`src/rtl/mac_maxpool.sv`:
```
// mac_maxpool: streaming 2x2, stride-2 max pooling over a MAP_W x MAP_H
// feature map arriving in raster order from a MAC array. Even-row pair
// maxima are parked in a half-width line buffer; the odd row completes
// each window and emits one registered result one cycle later.
module mac_maxpool #(
  parameter int DATA_W = 10,
  parameter int MAP_W  = 4,
  parameter int MAP_H  = 4
) (
  input  logic              clk,
  input  logic              rst_n,
  input  logic              in_valid,
  input  logic [DATA_W-1:0] in_OFM,
  output logic              out_valid,
  output logic [DATA_W-1:0] out,
  output logic              frame_done
);

  localparam int COL_W = $clog2(MAP_W);
  localparam int ROW_W = $clog2(MAP_H);
  localparam int LB_N  = MAP_W / 2;
  localparam int IDX_W = (LB_N > 1) ? $clog2(LB_N) : 1;

  // Position within the frame of the next accepted sample.
  logic [COL_W-1:0]  col_q, col_d;
  logic [ROW_W-1:0]  row_q, row_d;
  // Even-column sample waiting for its odd-column partner.
  logic [DATA_W-1:0] pair_q, pair_d;
  // One entry per window column: max of the two samples from the even row.
  logic [DATA_W-1:0] lbuf_q [LB_N];

  logic              out_valid_q, out_valid_d;
  logic [DATA_W-1:0] out_q, out_d;
  logic              frame_done_q, frame_done_d;

  logic              col_last, row_last;
  logic              lb_we;
  logic [IDX_W-1:0]  lb_idx;
  logic [DATA_W-1:0] pair_max, win_max;

  assign col_last = (col_q == COL_W'(MAP_W - 1));
  assign row_last = (row_q == ROW_W'(MAP_H - 1));
  assign lb_idx   = IDX_W'(col_q >> 1);
  assign pair_max = (in_OFM > pair_q) ? in_OFM : pair_q;
  assign win_max  = (lbuf_q[lb_idx] > pair_max) ? lbuf_q[lb_idx] : pair_max;

  // Next-state decode: counters, pair capture, line-buffer write and output.
  always_comb begin
    // NOTE: every signal gets a default up front so no path leaves it
    // unassigned; a missing default here would infer a latch.
    col_d        = col_q;
    row_d        = row_q;
    pair_d       = pair_q;
    lb_we        = 1'b0;
    out_valid_d  = 1'b0;
    out_d        = '0;
    frame_done_d = 1'b0;
    if (in_valid) begin
      if (col_last) begin
        col_d = '0;
        row_d = row_last ? '0 : row_q + 1'b1;
      end else begin
        col_d = col_q + 1'b1;
      end
      if (!col_q[0]) begin
        pair_d = in_OFM;
      end else if (!row_q[0]) begin
        lb_we = 1'b1;
      end else begin
        out_valid_d  = 1'b1;
        out_d        = win_max;
        frame_done_d = col_last && row_last;
      end
    end
  end

  // Frame position, pair register and registered outputs.
  always_ff @(posedge clk or negedge rst_n) begin
    if (!rst_n) begin
      col_q        <= '0;
      row_q        <= '0;
      pair_q       <= '0;
      out_valid_q  <= 1'b0;
      out_q        <= '0;
      frame_done_q <= 1'b0;
    end else begin
      // NOTE: sequential state uses non-blocking assignments so every
      // register samples the pre-edge values of its neighbours.
      col_q        <= col_d;
      row_q        <= row_d;
      pair_q       <= pair_d;
      out_valid_q  <= out_valid_d;
      out_q        <= out_d;
      frame_done_q <= frame_done_d;
    end
  end

  // Line buffer written with the even-row pair maximum.
  always_ff @(posedge clk or negedge rst_n) begin
    if (!rst_n) begin
      // NOTE: the buffer is small and flop-based, so clearing it on reset
      // is cheap and keeps its contents deterministic after power-up.
      for (int i = 0; i < LB_N; i++) lbuf_q[i] <= '0;
    end else if (lb_we) begin
      lbuf_q[lb_idx] <= pair_max;
    end
  end

  assign out_valid  = out_valid_q;
  assign out        = out_q;
  assign frame_done = frame_done_q;

endmodule
```
`config.mk`:
```
export PLATFORM = sky130hd
export DESIGN_NAME = mac_maxpool
export DESIGN_NICKNAME = d
export VERILOG_FILES = /design/src/rtl/mac_maxpool.sv
export SDC_FILE = /design/constraint.sdc
export NUM_CORES = 1
export LEC_CHECK = 0
export CORE_MARGIN = 5
export CORE_UTILIZATION = 40
export CTS_BUF_LIST = sky130_fd_sc_hd__clkbuf_16
export CTS_CLUSTER_DIAMETER = 120
export DETAILED_ROUTE_END_ITERATION = 10
export MAX_ROUTING_LAYER = met4
export PLACE_DENSITY_LB_ADDON = 0.05
export SYNTH_ARGS = -nofsm -noshare
export SYNTH_HDL_FRONTEND = slang
export SYNTH_SLANG_ARGS = --single-unit
```
`constraint.sdc`:
```
create_clock -name clk -period 4 [get_ports clk]
set_clock_uncertainty 0.15 [all_clocks]
set_input_delay 0.8 -clock clk [delete_from_list [all_inputs] [get_ports clk]]
set_output_delay 0.8 -clock clk [all_outputs]
set_load 0.05 [all_outputs]
```
Word-level counts from Yosys, hierarchy flattened
Cells that the tools add are included.

Output and inout bits: 12. Bits in registers: 46.

Equal/unequal tests: 2. Reductions and logical operators: 4. $add $sub $neg: 2. Multiplexer cells: 22. $lt $le $gt $ge: 4. Bitwise logic cells: 2.

Operators with widths (count): $mux 10 (9); $bwmux 20 (1); $gt 10x10->1 (2); $demux 10 s1 (1); $mux 1 (9); $add 2x1->2 const B (2); $eq 2x2->1 const B (2); $mux 2 (2); $reduce_and 2->1 (2); $ge 2x2->1 const B (1); $logic_and 1x1->1 (2); $lt 2x1->1 const B (1); $not 1->2 (1); $not 1->1 (1).

Depth between registers and ports, before layout
Gate-level depths: netlist of the first run.

Word-level depth: 9. Depth in mapped cells: 17.

Worst setup path before layout of the first run
No wires, ideal clock.

Path type: input port to flip-flop. From: in in_OFM[5]. To: reg out_q[0], in the netlist out[0]. Stages on the path: 16. Path buffers: 1. Data arrival time: 3980 ps. Data required time: 3763 ps. Library setup time: 87 ps. Setup slack: -217 ps. Cells stage by stage: ha_1 nand4_1 a211oi_2 nor3_1 nor2_2 mux2i_1 ha_1 a21oi_1 a21oi_1 a211oi_1 nand3_1 o2bb2ai_1 o21ai_0 and2_4 buf_6 a211oi_2.

Longest elaborated chain between the ends: 7.

RTL lines: from (decl) (RTL line 13) `input logic [DATA_W-1:0] in_OFM,`; $gt 10x10->1 (RTL line 44) `assign pair_max = (in_OFM > pair_q) ? in_OFM : pair_q;`; $mux 10 (*) (RTL line 44); $gt 10x10->1 (RTL line 45) `assign win_max = (lbuf_q[lb_idx] > pair_max) ? lbuf_q[lb_idx] : pair_max;`; $mux 10 (*) (RTL line 45); $mux 10 (*) (RTL line 67) `end else if (!row_q[0]) begin`; $mux 10 (*) (RTL line 65) `if (!col_q[0]) begin`; $mux 10 (*) (RTL line 58) `if (in_valid) begin`; net out_d[0] (RTL line 33) `logic [DATA_W-1:0] out_q, out_d;`; to (signal assigned) (RTL line 93) `out_q <= out_d;`; to (decl) (RTL line 33).

Mark *: on every way through the listed nets, which the timed path passes. The rest lies on a longest branch. A chain may end at the register's enable or synchronous reset.

Final worst setup path of the first run
From: in in_OFM[4]. To: reg out_q[7], in the netlist out[7].

The elaborated chain is that of the path after synthesis.

==> results of run 1 <==
[cell type report]
| cell class | instances | area, µm² |
|---|---|---|
| flip-flops and latches | 46 | 1150 |
| inverters | 16 | 60.1 |
| well taps | 77 | 96.3 |
| clock inverters | 3 | 41.3 |
| clock buffers | 5 | 125 |
| fillers | 549 | 2600 |
| multi-input cells | 191 | 1650 |
| repair buffers | 68 | 552 |
[per-stage QoR]
step,setup TNS (ps),instances,setup slack [ps],util,instance area (µm²)
3_3_place_gp,-5330,383,-601,0.493,3090
3_5_place_dp,-5740,383,-641,0.493,3090
5_1_grt,-15.8,406,-8.36,0.586,3680
2_1_floorplan,0,261,48.0,-,2560
4_1_cts,0,396,0.0782,0.547,3430
6_report,0,406,119,0.586,3680
[layout by cell type (no fill, tap or decap), types with 3 or more instances in the layout]
cell             instances
nand2_1                 37
nor3_2                   3
nand2b_1                 8
buf_4                   41
and2_4                   3
clkbuf_16                5
a21oi_1                 19
inv_1                   16
ha_1                    11
mux2i_1                  8
ha_4                    10
mux2i_2                  4
buf_2                    5
nor2_1                  15
o21ai_0                 20
clkdlybuf4s50_1         13
clkbuf_2                 4
mux2i_4                  7
dfrtp_1                 46
mux2_2                  13
nand3_1                  3
[what timing repair did]
item | in CTS | in global routing
setup buffers | 4 | 11
resized for setup | 44 | 43
endpoints found under the setup margin | 10 | 10
gates cloned | 1 | 0
pin swaps | 23 | 20
[final timing paths]
kind	slack, ps	depth (start not counted)	end	start
min in group asynchronous	550	1	lbuf_q[19]$_DFFE_PN0P_	rst_n
hold reg to reg	330	2	lbuf_q[9]$_DFFE_PN0P_	lbuf_q[9]$_DFFE_PN0P_
setup reg to reg	270	17	out[7]$_DFF_PN0_	pair_q[3]$_DFFE_PN0P_
max in group asynchronous	2510	1	pair_q[4]$_DFFE_PN0P_	rst_n
hold / removal	330	2	lbuf_q[9]$_DFFE_PN0P_	lbuf_q[9]$_DFFE_PN0P_
setup / recovery	120	17	out[7]$_DFF_PN0_	in_OFM[4]
[worst max-delay path, cell delays in order]
cell,delay (ps)
clkbuf_2,100
ha_1,290
nand4_1,200
a211oi_4,330
nor3_4,80
nor2_4,120
buf_12,130
mux2i_4,260
ha_4,250
a21oi_4,150
a21oi_2,70
a211oi_2,280
nand3_1,150
o2bb2ai_2,190
o21ai_2,100
and2_4,210
mux2i_2,210
[layer usage]
metal | vias to the layer above | global-route usage
met4 | 0 | 0.0378
met3 | 2 | 0.0301
met5 | - | -
met2 | 24 | 0.227
met1 | 949 | 0.209
li1 | 1036 | -
[registers in the layout (all words and copies together) (netlist names)]
register    cells
frame_done      1
row_q           2
col_q           2
out_valid       1
out            10
pair_q         10
lbuf_q         20
[cells by family after synthesis]
family / count (synthesis)
AO/OA/AOI/OAI: 55
flip-flops: 46
buffers and inverters: 25
AND/OR/NAND/NOR: 81
adder cells (fa/ha/maj): 21
multiplexers: 33
==> impl_metrics.ini, run 1 <==
[drt]
drc_errors = 0
route.vias.total = 2011
drt-met1-wl_um = 2980
wirelength_um = 5930
drtAntennaViolNets = 0
drt-initial-drc-count = 67
dr_wl_met3_um = 174
highest_layer = met4
route.met2.wl_um = 2740
routedWlPerCell_um = 14.6
viasPerCell = 4.95
drtPass1Iterations = 4

[logic_synthesis]
synth_area_um2 = 2550
synth_seq_cells = 46
yosysWarningCount = 0
synth_edf_count = 0
synth-main-ff-cell = dfrtp_1
yosysMostFrequentCell = dfrtp_1
synth_top_area_share = 0.451
synth-adder-area-share = 0.103
yosys.area.top_type = dfrtp_1
synth_top_family_by_area = simple AND/OR/NAND/NOR gates
synth_xor_area_frac = 0
synth-seq-area-share = 0.451
synth_nets = 295
synth_area_leaders = dfrtp_1 (45%), ha_1 (10%), mux2i_1 (7.5%)
yosys.area_share.simple = 0.146
synthCells = 261
synthArstFlopShare = 1.00
synthMuxAreaShare = 0.138
synth_compound_area_frac = 0.122
synth.distinct_cells = 30
syn-mean-instance-area_um2 = 9.77
synth_common_cells = dfrtp_1 (46), nand2_1 (38), a21oi_1 (22), o21ai_0 (22), ha_1 (21)

[cts]
cts.sink_count = 46
cts-root-buf = clkbuf_16
h-tree-depth = 2
clock_latency_ps = 280
cts_tree = yes
cts.path.max_buffers = 2
cts_buffers = 5
postCtsHoldBufs = 0
cts.reportedPaths.clkPinSlew_ps = 60

[timing]
fin_crit_ps = 3880
setup_viol = 0
fmax_mhz = 258
min_period_over_period = 0.970
slew_viol_final = 0
max_slew.worst_pin.slew_ps = 1040
fin_hold_ws_ps = 327
relSlewSlack = 0.310
hold_viol = 0

[floorplan]
dieHeight_um = 89.8
io_pins = 25
core_area_um2 = 6280
initial_core_util = 0.406
die_x_um = 89.8
rows = 29
dieArea_um2 = 8070

[critical_path]
startpoint_type = input pin
worstPathArrival_ps = 3920
worstSetupPathType = input pin to flop
endpoint_kind = flop
required_ps = 4040
path_max_fanout = 5

[outcome]
outcome = complete, no violations

[finish]
drive_gt1_frac = 0.365
antenna_cells = 0
syn2layout_area_growth_pct = 44.3
nets = 362

[placement]
numPortBuffers = 24
dp_hpwl_um = 4000
gp_congestion = 0.808

[global_routing]
overflow = 0
grt_util_all_layers = 0.151
antenna_found_initial = 0
grt_first_pass_wirelength_um = 9840
grt_max_degree = 47
grt_pass1_vias = 2009

[flow_run]
drv_cap = 0

[min_path]
min_path_type = flop to flop
Power of run 1 is not shown: default switching activity piles up to over one toggle a cycle in this logic, so the estimate is an artifact.
==> inputs of run 2 (changes only) <==
--- a/config.mk
+++ b/config.mk
@@ -5,6 +5,7 @@
 export SDC_FILE = /design/constraint.sdc
 export NUM_CORES = 1
 export LEC_CHECK = 0
+export CAP_MARGIN = 15
 export CORE_MARGIN = 5
 export CORE_UTILIZATION = 40
 export CTS_BUF_LIST = sky130_fd_sc_hd__clkbuf_16
==> impl_metrics.ini, run 2 (same netlist as run 1, synthesis figures left out) <==
[drt]
route.vias.total = 2018
dr_wl_met3_um = 200
highest_layer = met4
wirelength_um = 5940
drt-met1-wl_um = 2960
drt-initial-drc-count = 68
drtAntennaViolNets = 0
route.met2.wl_um = 2740
viasPerCell = 4.96
drtPass1Iterations = 4
routedWlPerCell_um = 14.6
drc_errors = 0

[cts]
cts_tree = yes
clock_latency_ps = 280
cts.path.max_buffers = 2
cts.sink_count = 46
postCtsHoldBufs = 0
cts.reportedPaths.clkPinSlew_ps = 60
cts-root-buf = clkbuf_16
h-tree-depth = 2
cts_buffers = 5

[finish]
antenna_cells = 0
regMostFlops = lbuf_q
largest_register_ffs = 20
instances_no_fill = 407
mostFrequentLayoutCell = dfrtp_1
mostFrequentLayoutCells = dfrtp_1 (46), buf_4 (41), nand2_1 (37)
nets = 363
postLayoutCoreUtil = 0.589
drive_gt1_frac = 0.367
syn2layout_area_growth_pct = 45.0
fill_cells = 548

[flow_run]
drv_cap = 0

[timing]
min_period_over_period = 0.969
setup_viol = 0
fin_crit_ps = 3880
slew_viol_final = 0
hold_viol = 0
fin_hold_ws_ps = 265
fmax_mhz = 258
max_slew.worst_pin.slew_ps = 615
relSlewSlack = 0.589

[global_routing]
grt_first_pass_wirelength_um = 9840
grt_pass1_vias = 2009
antenna_found_initial = 0
grt_max_degree = 47
overflow = 0
grt_util_all_layers = 0.151

[floorplan]
dieArea_um2 = 8070
core_area_um2 = 6280
rows = 29
die_x_um = 89.8
dieHeight_um = 89.8
io_pins = 25
initial_core_util = 0.406

[placement]
numPortBuffers = 24
place_inst = 383
dp_hpwl_um = 4000
gp_congestion = 0.808

[outcome]
outcome = complete, no violations

[min_path]
min_path_type = input pin to async pin

[critical_path]
path_max_fanout = 5
endpoint_kind = flop
worstPathArrival_ps = 3920
worstSetupPathType = input pin to flop
required_ps = 4040
startpoint_type = input pin
==> run 2: layout make-up <==
cell class | instances | area, µm² | share of cell area
multi-input cells | 191 | 1650 | 0.447
well taps | 77 | 96.3 | 0.0260
repair buffers | 69 | 572 | 0.155
clock inverters | 3 | 41.3 | 0.0112
inverters | 16 | 60.1 | 0.0162
flip-flops and latches | 46 | 1150 | 0.311
clock buffers | 5 | 125 | 0.0338
==> run 2: worst max-delay path, cell delays in order <==
cell       delay (ps)
clkbuf_2          100
ha_1              290
nand4_1           200
a211oi_4          330
nor3_4             80
nor2_4            120
buf_12            130
mux2i_4           260
ha_4              250
a21oi_4           150
a21oi_2            70
a211oi_2          280
nand3_1           150
o2bb2ai_2         190
o21ai_2           100
and2_4            210
mux2i_2           200
==> run 2: metrics by stage <==
step	instance area (µm²)	worst slack, ps	setup TNS [ps]
6_report	3700	122	0
2_1_floorplan	2560	48.0	0
3_3_place_gp	3090	-601	-5330
5_1_grt	3700	-8.36	-15.8
3_5_place_dp	3090	-641	-5740
4_1_cts	3430	0.0782	0
==> run 2: path summary, 6_finish.rpt <==
path	from	to	slack [ps]	cells after the start
worst max-delay path	in_OFM[4]	out[7]$_DFF_PN0_	120	17
max in group asynchronous	rst_n	out[4]$_DFF_PN0_	2950	2
min in group clk	lbuf_q[9]$_DFFE_PN0P_	lbuf_q[9]$_DFFE_PN0P_	330	2
worst min register to register	lbuf_q[9]$_DFFE_PN0P_	lbuf_q[9]$_DFFE_PN0P_	330	2
worst max register to register	pair_q[3]$_DFFE_PN0P_	out[7]$_DFF_PN0_	270	17
worst min-delay path	rst_n	lbuf_q[19]$_DFFE_PN0P_	260	1
==> run 2: per-layer routing <==
metal	GRT usage	up-vias
li1	-	1039
met1	0.209	949
met2	0.227	28
met3	0.0301	2
met4	0.0378	0
met5	-	-
==> run 2: repair_timing <==
item,in CTS,in global routing
buffers inserted,4,11
pin swaps,23,20
resized for setup,44,43
gates cloned,1,0
endpoints found under the setup margin,10,10
Power of run 2 is left out for the same reason.
==> inputs of run 3 (changes only) <==
--- a/config.mk
+++ b/config.mk
@@ -6,7 +6,7 @@
 export NUM_CORES = 1
 export LEC_CHECK = 0
 export CAP_MARGIN = 15
-export CORE_MARGIN = 5
+export CORE_MARGIN = 4
 export CORE_UTILIZATION = 40
 export CTS_BUF_LIST = sky130_fd_sc_hd__clkbuf_16
 export CTS_CLUSTER_DIAMETER = 120
==> impl_metrics.ini, run 3 (same netlist as run 1, synthesis figures left out) <==
[critical_path]
worstSetupPathType = input pin to flop
reg2reg_depth = 16
r2r-start = pair_q[5]$_DFFE_PN0P_
worstPathArrival_ps = 3930
regToRegSetupSlack_ps = 280
startpoint_type = input pin
r2r-end = out[0]$_DFF_PN0_
critPathTopFamily = compound AO/OA/AOI/OAI gates
endpoint_kind = flop
path_cells = clkbuf_2 -> ha_4 -> nand4_1 -> a211oi_4 -> nor3_4 -> nor2_4 -> mux2i_2 -> ha_1 -> a21oi_2 -> a21oi_2 -> a211oi_2 -> buf_4 -> a22oi_1 -> mux2_4 -> and2_4 -> a211oi_2
startpoint = in_OFM[8]
slowest_delay_ps = 310
crit_path_top_delay_cell = a211oi_4
path_buf_inv = 2
required_ps = 4040
path_max_fanout = 5

[finish]
regMostFlops = lbuf_q
fill_cells = 578
syn2layout_area_growth_pct = 36.1
largest_register_ffs = 20
regArea_um2 = 1150
postLayoutCoreUtil = 0.572
mostFrequentLayoutCells = dfrtp_1 (46), nand2_1 (38), buf_4 (32)
mostFrequentLayoutCell = dfrtp_1
drive_gt1_frac = 0.313
antenna_cells = 0
multi_input_area_um2 = 1540
nets = 352

[drt]
route.vias.total = 1967
drc_errors = 0
drtPass1Iterations = 4
drt-initial-drc-count = 52
viasPerCell = 4.99
wirelength_um = 5710
routedWlPerCell_um = 14.5
drtAntennaViolNets = 0

[global_routing]
grt_pass1_vias = 2026
grt_first_pass_wirelength_um = 9610
grt_util_all_layers = 0.165
antenna_found_initial = 0
grt_max_degree = 47
overflow = 0

[timing]
setup_viol = 0
hold_viol = 0
setup_tns_ps = 0
max_slew.worst_pin.slew_ps = 671
fin_crit_ps = 3880
relSlewSlack = 0.553
slew_viol_final = 0
min_period_over_period = 0.971
fmax_mhz = 258
worst_slack_ps = 117

[floorplan]
initial_core_util = 0.421
core_area_um2 = 6060
die_x_um = 87.8
dieArea_um2 = 7720
rows = 28
dieHeight_um = 87.8
io_pins = 25

[min_path]
min_to = lbuf_q[1]$_DFFE_PN0P_
min_from = lbuf_q[1]$_DFFE_PN0P_
hold_depth = 2
min_path_type = flop to flop

[cts]
cts-root-buf = clkbuf_16
cts.path.max_buffers = 2
clock_latency_ps = 290
cts.reportedPaths.clkPinSlew_ps = 70
cts_tree = yes
cts.sink_count = 46
h-tree-depth = 2
postCtsHoldBufs = 0
cts_buffers = 5

[outcome]
outcome = complete, no violations

[placement]
gp_congestion = 0.792
numPortBuffers = 24
pre_cts_ws_ps = -559
dp_hpwl_um = 4000

[pwr]
p_total_uw = 3480
ir_worst_vdd_v = 0.000439
powerDensity_nw_per_um2 = 1000
cellLeakagePower_uw = 0.00156

[flow_run]
drv_cap = 0
[run 3: how the worst max path moves through the flow]
stage / end / slack (ps) / depth (start not counted)
floorplan: out[0]$_DFF_PN0_ / 50 / 15
global placement: out[0]$_DFF_PN0_ / -550 / 16
detailed placement: out[0]$_DFF_PN0_ / -560 / 16
CTS: out[0]$_DFF_PN0_ / 10 / 16
global route: out[0]$_DFF_PN0_ / -60 / 16
finish: out[0]$_DFF_PN0_ / 120 / 16
[run 3: final cells by class]
class / count / share of cell area
clock buffer: 5 / 0.0361
clock inverter: 3 / 0.0108
sequential: 46 / 0.332
multi-input combinational: 191 / 0.442
inverter: 16 / 0.0173
tap: 75 / 0.0270
timing repair buffer: 58 / 0.135
[run 3: where the power goes]
group	internal [µW]	switching [µW]	total, µW
registers	662	142	804
clock network	290	170	460
logic	1080	1130	2210
total	2030	1440	3480
[run 3: what timing repair did]
action / in CTS / in global routing
setup buffers: 2 / 1
resized for setup: 29 / 35
cloned: 1 / 0
endpoints found under the setup margin: 9 / 9
pin swaps: 18 / 16
[run 3: worst register-to-register path: stages, from the launching register on]
cell,delay (ps)
dfrtp_1,370
inv_1,90
ha_4,270
nand4_1,180
a211oi_4,340
nor3_4,90
nor2_4,230
mux2i_2,270
ha_1,290
a21oi_2,150
a21oi_2,70
a211oi_2,200
buf_4,170
a22oi_1,60
mux2_4,290
and2_4,180
a211oi_2,230
[run 3: per-layer routing]
metal	global-route usage	up-vias	routed length (µm)	share of wire
met5	-	-	0	0
met4	0.0502	0	68	0.012
met3	0.0301	9	217	0.038
met2	0.255	36	2630	0.46
met1	0.220	907	2800	0.49
li1	-	1015	-	-
[run 3: through the flow]
| step | std cells | instance area [µm²] | hold WS (ps) |
|---|---|---|---|
| final | 394 | 3470 | 326 |
| after global routing | 394 | 3470 | 357 |
| after CTS | 392 | 3350 | 331 |
| after detailed placement | 381 | 3080 | 315 |
| after global placement | 381 | 3080 | 308 |
| after floorplan | 261 | 2560 | 294 |
(Power assumes the default switching activity.)
